$ cat src/rtl/ring_pkg.sv
// Shared definitions for the ring-pointer round-robin arbiter.
//   rotl1      : one-hot rotate-left-by-1 with wrap at bit n-1
//   onehot2idx : binary index of the set bit of a one-hot vector (0 for zero)
//   arb_state_t: arbiter FSM states
package ring_pkg;

  // Widest ring the helper functions handle; callers zero-extend into this.
  localparam int unsigned MaxN = 32;

  typedef enum logic [0:0] {
    IDLE = 1'b0,
    BUSY = 1'b1
  } arb_state_t;

  function automatic logic [MaxN-1:0] rotl1(logic [MaxN-1:0] v, int unsigned n);
    logic [MaxN-1:0] r;
    r = '0;
    for (int unsigned i = 1; i < MaxN; i++) begin
      if (i < n) r[i] = v[i-1];
    end
    r[0] = v[n-1];
    return r;
  endfunction

  function automatic int unsigned onehot2idx(logic [MaxN-1:0] v);
    int unsigned idx;
    idx = 0;
    for (int unsigned i = 0; i < MaxN; i++) begin
      if (v[i]) idx = idx | i;
    end
    return idx;
  endfunction

endpackage

$ cat src/rtl/ring_ptr.sv
// One-hot ring pointer with load and advance enables.
//   clk_i      : clock, rising edge
//   clr_i      : synchronous active-high clear, pointer returns to bit 0
//   adv_i      : rotate pointer left by one position
//   load_i     : load load_val_i (wins over adv_i)
//   load_val_i : one-hot value to load
//   ptr_o      : current one-hot pointer
module ring_ptr
  import ring_pkg::*;
#(
  parameter int unsigned N = 4
) (
  input  logic         clk_i,
  input  logic         clr_i,
  input  logic         adv_i,
  input  logic         load_i,
  input  logic [N-1:0] load_val_i,
  output logic [N-1:0] ptr_o
);

  logic [N-1:0] ptr_q, ptr_d;

  always_comb begin
    ptr_d = ptr_q;
    if (load_i) begin
      ptr_d = load_val_i;
    end else if (adv_i) begin
      ptr_d = N'(rotl1(MaxN'(ptr_q), N));
    end
  end

  always_ff @(posedge clk_i) begin
    if (clr_i) ptr_q <= N'(1);
    else       ptr_q <= ptr_d;
  end

  assign ptr_o = ptr_q;

endmodule

$ cat src/rtl/ring_rr_arbiter.sv
// Round-robin arbiter with registered grants, grant holding and hold-time preemption.
//   clk_i       : clock, rising edge
//   clr_i       : synchronous active-high clear
//   req_i       : request level per requester
//   gnt_o       : registered one-hot (or zero) grant
//   gnt_valid_o : OR of gnt_o
//   gnt_idx_o   : index of the granted requester, 0 when idle
//   preempt_o   : one-cycle pulse after a grant was revoked by timeout
module ring_rr_arbiter
  import ring_pkg::*;
#(
  parameter int unsigned N        = 4,
  parameter int unsigned MAX_HOLD = 8
) (
  input  logic                 clk_i,
  input  logic                 clr_i,
  input  logic [N-1:0]         req_i,
  output logic [N-1:0]         gnt_o,
  output logic                 gnt_valid_o,
  output logic [$clog2(N)-1:0] gnt_idx_o,
  output logic                 preempt_o
);

  localparam int unsigned IdxW    = $clog2(N);
  localparam int unsigned CntW    = (MAX_HOLD > 1) ? $clog2(MAX_HOLD) : 1;
  localparam int unsigned HoldMax = (MAX_HOLD == 0) ? 0 : MAX_HOLD - 1;

  arb_state_t      state_q, state_d;
  logic [N-1:0]    gnt_q, gnt_d;
  logic            gnt_valid_q;
  logic [IdxW-1:0] gnt_idx_q;
  logic            preempt_q, preempt_d;
  logic [CntW-1:0] hold_cnt_q, hold_cnt_d;

  logic [N-1:0]    ptr;
  logic            ptr_load;
  logic [N-1:0]    ptr_next;
  logic [N-1:0]    pick;

  ring_ptr #(
    .N (N)
  ) u_ring_ptr (
    .clk_i      (clk_i),
    .clr_i      (clr_i),
    .adv_i      (1'b0),
    .load_i     (ptr_load),
    .load_val_i (ptr_next),
    .ptr_o      (ptr)
  );

  // Pointer moves to the position just past the current owner.
  assign ptr_next = N'(rotl1(MaxN'(gnt_q), N));

  // First set request searching upward from the pointer, wrapping at N-1.
  always_comb begin
    int unsigned base;
    int unsigned j;
    logic        found;
    pick  = '0;
    found = 1'b0;
    j     = 0;
    base  = onehot2idx(MaxN'(ptr));
    for (int unsigned k = 0; k < N; k++) begin
      j = (base + k) % N;
      if (!found && req_i[j]) begin
        pick[j] = 1'b1;
        found   = 1'b1;
      end
    end
  end

  always_comb begin
    state_d    = state_q;
    gnt_d      = gnt_q;
    hold_cnt_d = hold_cnt_q;
    preempt_d  = 1'b0;
    ptr_load   = 1'b0;
    unique case (state_q)
      IDLE: begin
        if (|req_i) begin
          gnt_d      = pick;
          hold_cnt_d = '0;
          state_d    = BUSY;
        end
      end
      BUSY: begin
        if (!(|(req_i & gnt_q))) begin
          // Release wins over a coincident timeout.
          gnt_d    = '0;
          ptr_load = 1'b1;
          state_d  = IDLE;
        end else if ((MAX_HOLD != 0) && (hold_cnt_q == CntW'(HoldMax))) begin
          gnt_d     = '0;
          ptr_load  = 1'b1;
          preempt_d = 1'b1;
          state_d   = IDLE;
        end else if ((MAX_HOLD != 0) && (hold_cnt_q != CntW'(HoldMax))) begin
          hold_cnt_d = hold_cnt_q + CntW'(1);
        end
      end
      default: state_d = IDLE;
    endcase
  end

  always_ff @(posedge clk_i) begin
    if (clr_i) begin
      state_q     <= IDLE;
      gnt_q       <= '0;
      gnt_valid_q <= 1'b0;
      gnt_idx_q   <= '0;
      preempt_q   <= 1'b0;
      hold_cnt_q  <= '0;
    end else begin
      state_q     <= state_d;
      gnt_q       <= gnt_d;
      gnt_valid_q <= |gnt_d;
      gnt_idx_q   <= IdxW'(onehot2idx(MaxN'(gnt_d)));
      preempt_q   <= preempt_d;
      hold_cnt_q  <= hold_cnt_d;
    end
  end

  assign gnt_o       = gnt_q;
  assign gnt_valid_o = gnt_valid_q;
  assign gnt_idx_o   = gnt_idx_q;
  assign preempt_o   = preempt_q;

endmodule

$ cat config.mk
export PLATFORM = sky130hd
export DESIGN_NAME = ring_rr_arbiter
export DESIGN_NICKNAME = d
export VERILOG_FILES = /design/src/rtl/ring_pkg.sv /design/src/rtl/ring_ptr.sv /design/src/rtl/ring_rr_arbiter.sv
export SDC_FILE = /design/constraint.sdc
export NUM_CORES = 1
export LEC_CHECK = 0
export BUFFER_PORTS_ARGS = -buffer_cell sky130_fd_sc_hd__buf_2
export CAP_MARGIN = 20
export CORE_MARGIN = 2
export CORE_UTILIZATION = 39
export DETAILED_ROUTE_END_ITERATION = 6
export GPL_TIMING_DRIVEN = 0
export PLACE_DENSITY = 0.6
export SYNTH_ARGS = -nofsm -noshare
export SYNTH_HDL_FRONTEND = slang
export SYNTH_HIERARCHICAL = 1
export SYNTH_SLANG_ARGS = --single-unit
$ cat constraint.sdc
create_clock -name clk_i -period 2.5 [get_ports clk_i]
set_input_delay 0.75 -clock clk_i [delete_from_list [all_inputs] [get_ports clk_i]]
set_output_delay 0.75 -clock clk_i [all_outputs]
set_load 0.01 [all_outputs]
==> results of run 1 <==
-- per-stage QoR --
step | util [%] | worst slack (ps) | cells | instance area (µm²)
finish | 49.8 | 38.2 | 189 | 1500
global route | 49.8 | -12.6 | 189 | 1500
CTS | 46.8 | 1.23 | 185 | 1410
detailed placement | 44.2 | -281 | 179 | 1330
global placement | 44.2 | -255 | 179 | 1330
floorplan | - | 17.1 | 137 | 1240
-- layout make-up --
class / count / area (µm²) / area share [%]
plain buffers: 7 / 57.6 / 3.85
well taps: 33 / 41.3 / 2.76
flip-flops and latches: 16 / 329 / 22.0
multi-input cells: 109 / 920 / 61.5
repair buffers: 15 / 90.1 / 6.03
inverters: 5 / 21.3 / 1.42
clock buffers: 4 / 36.3 / 2.43
-- worst reg2reg max path, cell delays in order (launching register included) --
cell	delay (ps)
dfxtp_4	380
nor2_4	150
inv_4	70
ha_4	300
mux2_4	330
mux2i_4	200
a21boi_4	260
nand2_1	90
a31oi_2	300
o22ai_4	110
a41oi_2	190
-- registers in the layout, indices dropped and copies added (netlist names) --
register,cells
hold_cnt_q,3
state_q,1
gnt_idx_o,2
gnt_o,4
gnt_valid_o,1
preempt_o,1
u_ring_ptr/ptr_o,4
-- cell families after synthesis --
group                      after synthesis  synth area share, %
buffers and inverters                   12                 6.28
other                                    1                0.309
and+or+nand+nor                         48                 22.2
muxes                                    9                 7.62
AOI/OAI and AO/OA                       43                 28.9
DFF                                     16                 26.4
adders and majority gates                8                 8.24
-- Yosys cell counts (all sizes together) (2+ instances only) --
| library cell | count |
|---|---|
| a211o | 2 |
| a211oi | 3 |
| a21o | 2 |
| a21oi | 7 |
| a221o | 2 |
| a22o | 3 |
| a22oi | 2 |
| a2bb2oi | 2 |
| a31oi | 6 |
| a32oi | 2 |
| and2 | 2 |
| and2b | 2 |
| buf | 3 |
| clkbuf | 4 |
| dfxtp | 16 |
| ha | 8 |
| inv | 5 |
| mux2 | 2 |
| mux2i | 7 |
| nand2 | 5 |
| nand2b | 3 |
| nand3 | 4 |
| nor2 | 18 |
| nor2b | 3 |
| nor3b | 3 |
| nor4b | 2 |
| o21ai | 4 |
| o22ai | 2 |
-- worst max-delay path by stage --
stage / startpoint / endpoint / slack (ps) / cells past startpoint
3_3_place_gp: u_ring_ptr/ptr_o[1]$_SDFFE_PP0P_ / gnt_valid_o$_SDFF_PP0_ / -250 / 10
3_5_place_dp: u_ring_ptr/ptr_o[1]$_SDFFE_PP0P_ / gnt_valid_o$_SDFF_PP0_ / -280 / 10
4_1_cts: u_ring_ptr/ptr_o[2]$_SDFFE_PP0P_ / gnt_valid_o$_SDFF_PP0_ / 1 / 10
2_1_floorplan: u_ring_ptr/ptr_o[1]$_SDFFE_PP0P_ / gnt_valid_o$_SDFF_PP0_ / 20 / 10
5_1_grt: u_ring_ptr/ptr_o[1]$_SDFFE_PP0P_ / gnt_valid_o$_SDFF_PP0_ / -10 / 10
6_report: u_ring_ptr/ptr_o[1]$_SDFFE_PP0P_ / gnt_valid_o$_SDFF_PP0_ / 40 / 10
-- routing by layer --
layer	share of wire, %	vias up	track usage [%]
li1	-	552	-
met1	44	551	24.5
met2	48	36	28.1
met3	5.6	8	4.76
met4	2.3	0	4.44
met5	0	-	0
-- power groups by stage --
stage / combinational (W) / sequential, W / clock, W
final: 0.00116 / 0.000423 / 0.000172
after global routing: 0.00125 / 0.000433 / 0.000183
after CTS: 0.000987 / 0.000426 / 0.000176
after detailed placement: 0.000890 / 0.000427 / 0
after global placement: 0.000872 / 0.000424 / 0
after floorplan: 0.000692 / 0.000421 / 0
-- repair_timing --
action	CTS	global route
pin swaps	3	7
hold buffers	0	0
endpoints found under the hold margin	0	0
buffers inserted	2	4
gates resized for setup	8	13
endpoints found under the setup margin	7	7
==> impl_metrics.toml, run 1 <==
[outcome]
status = "finished, final reports clean"

[final_layout]
fill_cells = 294
antenna_cells = 0
final_common_cell = "nor2_1"
drive_gt1_share_pct = 37.2
num-nets-final = 171
area_growth_syn_to_layout_pct = 23.1
layout_common_cells = "nor2_1, dfxtp_1, buf_2, buf_4, ha_1"

[worst_setup_path]
path_cells = "nor2_4, inv_4, ha_4, mux2_4, mux2i_4, a21boi_4, nand2_1, a31oi_2, o22ai_4, a41oi_2"
worst-path-buf-inv = 1
r2r_end = "gnt_valid_o$_SDFF_PP0_"
worstPathRequired_ps = 2720
max_stage_delay_ps = 380
cp.arrival_ps = 2680
worstReg2RegStart = "u_ring_ptr/ptr_o[1]$_SDFFE_PP0P_"
worst_setup_path_end_kind = "register"
rr_worst_depth = 10
cp_max_fo = 6
worst_setup_path_start_kind = "register"
crit_family = "compound AO/OA/AOI/OAI gates"
path_class = "reg -> reg"
ff2ff_setup_slack_ps = 40
slowest_stage = "dfxtp_4"

[power_and_ir_drop]
clkPwrFrac_pct = 9.8
switching_power_w = 0.000793
power_density_nw_per_um2 = 1170
p_total_w = 0.00176
p_leak_nw = 0.626
p_int_w = 0.000962
power_frac_seq_pct = 24.1
switching_share_pct = 45.2
peakVddDrop_v = 0.000469
pwr-share-comb_pct = 66.1

[floorplan]
io_pins = 14
start_util_pct = 40.5
row_count = 20
die_y_um = 59.8
die_x_um = 59.8
core_um2 = 3000
fp.dieArea_um2 = 3580

[grt]
grt_first_pass_wirelength_mm = 4.91
grt_pass1_vias = 1083
gr-total-overflow = 0
groute.usage.overall_pct = 18.0
grt_max_degree = 11
antenna_found_initial = 0

[worst_hold_path]
hold_class = "reg -> reg"
hold_end = "hold_cnt_q[1]$_SDFFE_PP0P_"
min_from = "hold_cnt_q[1]$_SDFFE_PP0P_"
min_path_cells = 2

[place]
hpwlAfterDp_mm = 2.08
portBuffers = 9
place_congestion = 0.805

[timing]
finClkSkew_ps = 1.24
finalCriticalPeriod_ps = 2460
holdWs_ps = 526
finalHoldViolCount = 0
clock.fmax_mhz = 406
setup_viol = 0
fin_crit_sh_pct = 98.5
fin_tns_setup_ps = 0
slew_headroom_pct = 40.3
finalMaxSlewViolations = 0
worst_slew_pin_slew_ps = 888

[clocking]
htreeDepth = 1
root_buffer = "clkbuf_4"
cts_sinks = 16
cts_tree = "yes"
clock_path_buffers = 2
clk_pin_slew_worst_paths_ps = 90
clk_latency_ps = 290
cts_buffers = 3

[logic_synthesis]
syn_area_um2 = 1210
seq_area_frac_synth_pct = 26.4
synth_edf_count = 0
synth_area_leaders = "dfxtp_1, ha_1, mux2i_1, nor2_1, a31oi_1"
syn_avg_cell_area_um2 = 8.87
synth_ff_type = "dfxtp_1"
ys_types = 50
yosysTopAreaCellShare_pct = 26.4
synth_top_area_cell = "dfxtp_1"
yosysWarnings = 6
postSynthCellCount = 137
ys_ff_latch = 16
syn-num-nets = 151
synthArstFlopShare_pct = 0

[detailed_routing]
vias_per_cell = 6.07
drt_first_iter_violations = 28
wl_mm = 3.06
ant_nets = 0
vias = 1147
routedWlPerCell_um = 16.2
drc = 0
dr.pass1.iters = 5

[run]
maxCapViolCount = 0
Note: power is estimated with default switching activity, not from simulation.
==> run 2, diff against run 1 <==
--- a/config.mk
+++ b/config.mk
@@ -11,8 +11,7 @@
 export CORE_UTILIZATION = 39
 export DETAILED_ROUTE_END_ITERATION = 6
 export GPL_TIMING_DRIVEN = 0
-export PLACE_DENSITY = 0.6
+export PLACE_DENSITY = 0.61
 export SYNTH_ARGS = -nofsm -noshare
 export SYNTH_HDL_FRONTEND = slang
-export SYNTH_HIERARCHICAL = 1
 export SYNTH_SLANG_ARGS = --single-unit
==> run 2 against run 1 <==
Total power shrank 66%; critical endpoint unchanged; routed wire length decreased by 24%; clock skew down 0.51 ps; the run now ends with negative setup slack left; final area decreased by 19%.
==> impl_metrics.toml, run 2 <==
[clocking]
cts_tree = "yes"
clk_latency_ps = 270
cts_hold_buf = 0
cts_buffers = 3
cts_sinks = 15
htreeDepth = 1
clock_path_buffers = 2
root_buffer = "clkbuf_4"
clk_pin_slew_worst_paths_ps = 80

[outcome]
status = "finished with violations"
violations = "negative setup slack"

[timing]
setup_viol = 1
worst_slack_ps = -14.9
finalHoldViolCount = 0
finalMaxSlewViolations = 0
fin_crit_sh_pct = 101
rsz0062_at_grt = "yes"
clock.fmax_mhz = 398
holdWs_ps = 477
worst_slew_pin_slew_ps = 423
finalCriticalPeriod_ps = 2510
finClkSkew_ps = 0.730
slew_headroom_pct = 71.8

[detailed_routing]
wl_mm = 2.33
dr.pass1.iters = 4
vias_per_cell = 5.34
drt_first_iter_violations = 17
routedWlPerCell_um = 13.2
drc = 0
vias = 939
ant_nets = 0

[final_layout]
num-nets-final = 161
area_growth_syn_to_layout_pct = 24.9
ff_latch_area_um2 = 308
fin_area_um2 = 1210
multi_input_area_um2 = 644
drive_gt1_share_pct = 26.0
layout_common_cells = "dfxtp_1, buf_2, nor2_1, buf_4"
largest_reg_flops = 4
antenna_cells = 0
fill_cells = 233

[power_and_ir_drop]
peakVddDrop_v = 0.000362
p_leak_nw = 0.550
power_density_nw_per_um2 = 499

[logic_synthesis]
yosysWarnings = 0
seq_area_frac_synth_pct = 31.0
syn_area_um2 = 970
ys_types = 37
synth_common_cells = "dfxtp_1, nor2_1, a21oi_1, inv_1, nand2_1"
ys_ff_latch = 15
postSynthCellCount = 118
syn-num-nets = 132
synth_ff_type = "dfxtp_1"
synth_area_leaders = "dfxtp_1, ha_1, mux2i_1, a21oi_1, nor2_1"
syn_avg_cell_area_um2 = 8.22
yosysTopAreaCellShare_pct = 31.0
yosysMostFrequentCell = "dfxtp_1"
synth_top_area_cell = "dfxtp_1"
synth_edf_count = 0
synthArstFlopShare_pct = 0

[floorplan]
die_x_um = 53.9
io_pins = 14
start_util_pct = 40.2
die_y_um = 53.9
row_count = 18
fp.dieArea_um2 = 2900
core_um2 = 2410

[worst_setup_path]
cp.arrival_ps = 2670
cp_max_fo = 5
worst_setup_path_end_kind = "register"
worstPathRequired_ps = 2650
path_class = "reg -> reg"
worst_setup_path_start_kind = "register"

[place]
placed_cell_area_um2 = 1090
place_congestion = 0.775
portBuffers = 13
hpwlAfterDp_mm = 1.76

[grt]
grt_pass1_vias = 900
grt_max_degree = 11
gr-total-overflow = 0
grt_first_pass_wirelength_mm = 3.94
antenna_found_initial = 0
groute.usage.overall_pct = 18.2

[run]
maxCapViolCount = 0

[worst_hold_path]
hold_class = "reg -> reg"
==> run 2: cell count changes after synthesis, sizes merged, moves of 3 or more <==
cell | before | now
a211oi | 3 | 0
a31oi | 6 | 1
buf | 3 | 0
inv | 5 | 10
nand2 | 5 | 9
nor2 | 18 | 12
or2 | 0 | 4
==> run 2: worst max-delay path, stage by stage (launching register included) <==
cell	delay, ps
dfxtp_4	360
or2_4	270
ha_4	280
mux4_2	340
and3_1	210
o41a_1	390
or2_1	250
or3_1	300
==> run 2: cell families after synthesis <==
family                     count (synthesis)  synth area share (%)
adders and majority gates                  8                  10.3
muxes                                      6                  7.48
DFF                                       15                  31.0
and+or+nand+nor                           47                  25.7
buffers and inverters                     12                  4.90
AOI/OAI and AO/OA                         30                  20.6
==> run 2: area by class of cell <==
| type | instances | share of cell area [%] |
|---|---|---|
| multi-input combinational | 91 | 53.2 |
| inverter | 10 | 3.31 |
| timing repair buffer | 24 | 12.2 |
| sequential | 15 | 25.4 |
| clock buffer | 4 | 2.17 |
| tap | 30 | 3.10 |
| buffer | 2 | 0.620 |
==> run 2: worst paths after layout <==
check / startpoint / endpoint / cells after the start / slack (ps)
worst min register to register: hold_cnt_q[2]$_SDFFE_PP0P_ / hold_cnt_q[2]$_SDFFE_PP0P_ / 2 / 480
worst max-delay path: u_ring_ptr.ptr_o[3]$_SDFFE_PP0P_ / gnt_valid_o$_SDFF_PP0_ / 7 / -10
worst max register to register: u_ring_ptr.ptr_o[3]$_SDFFE_PP0P_ / gnt_valid_o$_SDFF_PP0_ / 7 / -10
worst min-delay path: hold_cnt_q[2]$_SDFFE_PP0P_ / hold_cnt_q[2]$_SDFFE_PP0P_ / 2 / 480
==> run 2: metrics by stage <==
stage | power, W | setup TNS, ps | setup slack [ps] | util (%) | instances
global placement | 0.000452 | -305 | -249 | 45.1 | 161
global route | 0.000651 | -111 | -111 | 50.3 | 176
finish | 0.000604 | -14.9 | -14.9 | 50.3 | 176
detailed placement | 0.000456 | -365 | -288 | 45.1 | 161
CTS | 0.000608 | -59.6 | -59.6 | 49.9 | 176
floorplan | 0.000401 | 0 | 15.4 | - | 118
==> run 2: layer usage <==
| metal | GRT usage [%] | vias up | wire length [µm] |
|---|---|---|---|
| li1 | - | 483 | - |
| met1 | 22.4 | 445 | 1090 |
| met2 | 33.1 | 9 | 1190 |
| met3 | 1.67 | 2 | 34 |
| met4 | 5.13 | 0 | 12 |
| met5 | 0 | - | 0 |
==> run 2: where the power goes <==
part / switching, W / leakage, nW / internal (W) / total, W
combinational: 0.000110 / 0.411 / 0.0000948 / 0.000205
sequential: 0.0000132 / 0.124 / 0.000260 / 0.000273
clock: 0.0000650 / 0.0150 / 0.0000617 / 0.000127
==> run 2: what timing repair did <==
action	CTS	global route
setup buffers	11	0
resized for setup	4	1
pin swaps	6	2
setup endpoints to repair	1	2
==> run 3, diff against run 2 <==
--- a/config.mk
+++ b/config.mk
@@ -5,13 +5,14 @@
 export SDC_FILE = /design/constraint.sdc
 export NUM_CORES = 1
 export LEC_CHECK = 0
-export BUFFER_PORTS_ARGS = -buffer_cell sky130_fd_sc_hd__buf_2
 export CAP_MARGIN = 20
 export CORE_MARGIN = 2
 export CORE_UTILIZATION = 39
 export DETAILED_ROUTE_END_ITERATION = 6
+export DONT_BUFFER_PORTS = 1
 export GPL_TIMING_DRIVEN = 0
-export PLACE_DENSITY = 0.61
+export PLACE_DENSITY = 0.54
+export RECOVER_POWER = 100
 export SYNTH_ARGS = -nofsm -noshare
 export SYNTH_HDL_FRONTEND = slang
 export SYNTH_SLANG_ARGS = --single-unit
==> constraint.sdc (replaced) <==
create_clock -name clk_i -period 2.7 [get_ports clk_i]
set_input_delay 0.81 -clock clk_i [delete_from_list [all_inputs] [get_ports clk_i]]
set_output_delay 0.81 -clock clk_i [all_outputs]
set_load 0.01 [all_outputs]
==> run 3 against run 2 <==
The flow now finishes without violations; total power is 13% lower; first-iteration DRC count rose by 18%; clock power about the same; sequential power down 3%; non-clock buffer count fell by 22; fmax down 4.6%; utilization decreased by 6.0 points; combinational power shrank 35%; global-route usage is 2.3 points lower; critical path depth up 1; worst setup slack gained 80 ps; flip-flop and latch count is the same; critical path type unchanged; highest routed layer unchanged.
==> impl_metrics.toml, run 3 (same netlist as run 2, synthesis figures left out) <==
[floorplan]
fp.dieArea_um2 = 2900
die_x_um = 53.9
die_y_um = 53.9
io_pins = 14
row_count = 18
core_um2 = 2410
start_util_pct = 40.2

[timing]
clock.fmax_mhz = 379
fin_crit_sh_pct = 97.6
finClkSkew_ps = 11.2
finalMaxSlewViolations = 0
rsz0062_at_grt = "no"
setup_viol = 0
fin_tns_setup_ps = 0
worst_slew_pin_slew_ps = 420
slew_headroom_pct = 72.0
finalCriticalPeriod_ps = 2640
finalHoldViolCount = 0

[detailed_routing]
ant_nets = 0
vias_per_cell = 5.62
wl_mm = 2.15
vias = 866
drt_first_iter_violations = 20
drc = 0
routedWlPerCell_um = 13.9
dr.pass1.iters = 4

[clocking]
cts_hold_buf = 0
htreeDepth = 1
cts_sinks = 15
cts_tree = "yes"
root_buffer = "clkbuf_4"
clk_latency_ps = 290
cts_buffers = 3
clock_path_buffers = 2
clk_pin_slew_worst_paths_ps = 90

[worst_setup_path]
worst-path-buf-inv = 1
cp.arrival_ps = 2800
slowest_stage = "mux4_2"
path_class = "reg -> reg"
cp_max_fo = 7
worst_setup_path_start_kind = "register"
path_cells = "or2_4, inv_4, mux4_2, a22o_1, o21a_1, o311a_1, or2_1, or3_1"
worstPathRequired_ps = 2870
max_stage_delay_ps = 530
crit_family = "simple AND/OR/NAND/NOR gates"
worst_setup_path_end_kind = "register"

[final_layout]
final_cells = 154
largest_reg_flops = 4
ff_latch_area_um2 = 303
drive_gt1_share_pct = 12.1
finish.utilization_pct = 44.2
fin_area_um2 = 1070
layout_common_cells = "dfxtp_1, nor2_1, inv_1, nand2_1, a21oi_1"
final_common_cell = "dfxtp_1"
num-nets-final = 139
multi_input_area_um2 = 637
area_growth_syn_to_layout_pct = 9.94
fill_cells = 248
antenna_cells = 0

[power_and_ir_drop]
power_frac_seq_pct = 50.5
p_int_w = 0.000359
p_leak_nw = 0.436
switching_power_w = 0.000167
clkPwrFrac_pct = 24.2
pwr-share-comb_pct = 25.3
switching_share_pct = 31.7
peakVddDrop_v = 0.000343
power_density_nw_per_um2 = 493

[run]
maxCapViolCount = 0

[place]
hpwlAfterDp_mm = 1.64
dp.cells = 148
portBuffers = 0
placed_cell_area_um2 = 1010
place_congestion = 0.745

[grt]
grt_max_degree = 11
antenna_found_initial = 0
gr-total-overflow = 0
groute.usage.overall_pct = 15.9
grt_pass1_vias = 689
grt_first_pass_wirelength_mm = 3.23

[outcome]
status = "finished, final reports clean"

[worst_hold_path]
hold_class = "reg -> reg"
## run 3: timing repair
action,4_1_cts,5_1_grt
gates resized for setup,2,2
cloned,0,0
pin swaps,0,1
endpoints found under the setup margin,1,1
buffers inserted,1,1
## run 3: per-layer routing
layer | global-route usage, % | share of wire (%)
met3 | 1.94 | 1.7
met4 | 10.3 | 2.2
met2 | 23.4 | 47
met5 | 0 | 0
met1 | 21.7 | 49
## run 3: worst paths after layout
kind                               startpoint                    endpoint  slack, ps  cells past startpoint
max          u_ring_ptr.ptr_o[1]$_SDFFE_PP0P_      gnt_valid_o$_SDFF_PP0_         60                      8
min                hold_cnt_q[2]$_SDFFE_PP0P_  hold_cnt_q[2]$_SDFFE_PP0P_        480                      2
max reg2reg  u_ring_ptr.ptr_o[1]$_SDFFE_PP0P_      gnt_valid_o$_SDFF_PP0_         60                      8
min reg2reg        hold_cnt_q[2]$_SDFFE_PP0P_  hold_cnt_q[2]$_SDFFE_PP0P_        480                      2
## run 3: cell type report
type	count	area share (%)
multi-input combinational	91	59.7
sequential	15	28.4
inverter	10	3.76
tap	30	3.52
clock buffer	4	2.46
timing repair buffer	2	1.41
buffer	2	0.704
## run 3: tightest hold or removal path: stages (launching register included)
cell and delay [ps]:
dfxtp_1 320, nand3_1 60, a21oi_1 60
## run 3: through the flow
| step | total power [W] | hold slack, ps | worst slack (ps) |
|---|---|---|---|
| finish | 0.000526 | 477 | 64.7 |
| global route | 0.000565 | 500 | 11.6 |
| CTS | 0.000525 | 481 | 4.77 |
| detailed placement | 0.000396 | 469 | -130 |
| global placement | 0.000395 | 459 | -111 |
| floorplan | 0.000368 | 452 | 86.4 |
## run 3: power by group through the flow
| stage | sequential (W) | clock, W | combinational, W |
|---|---|---|---|
| after floorplan | 0.000266 | 0 | 0.000103 |
| after global placement | 0.000271 | 0 | 0.000124 |
| after detailed placement | 0.000271 | 0 | 0.000125 |
| after CTS | 0.000266 | 0.000130 | 0.000130 |
| after global routing | 0.000267 | 0.000149 | 0.000149 |
| final | 0.000265 | 0.000128 | 0.000133 |
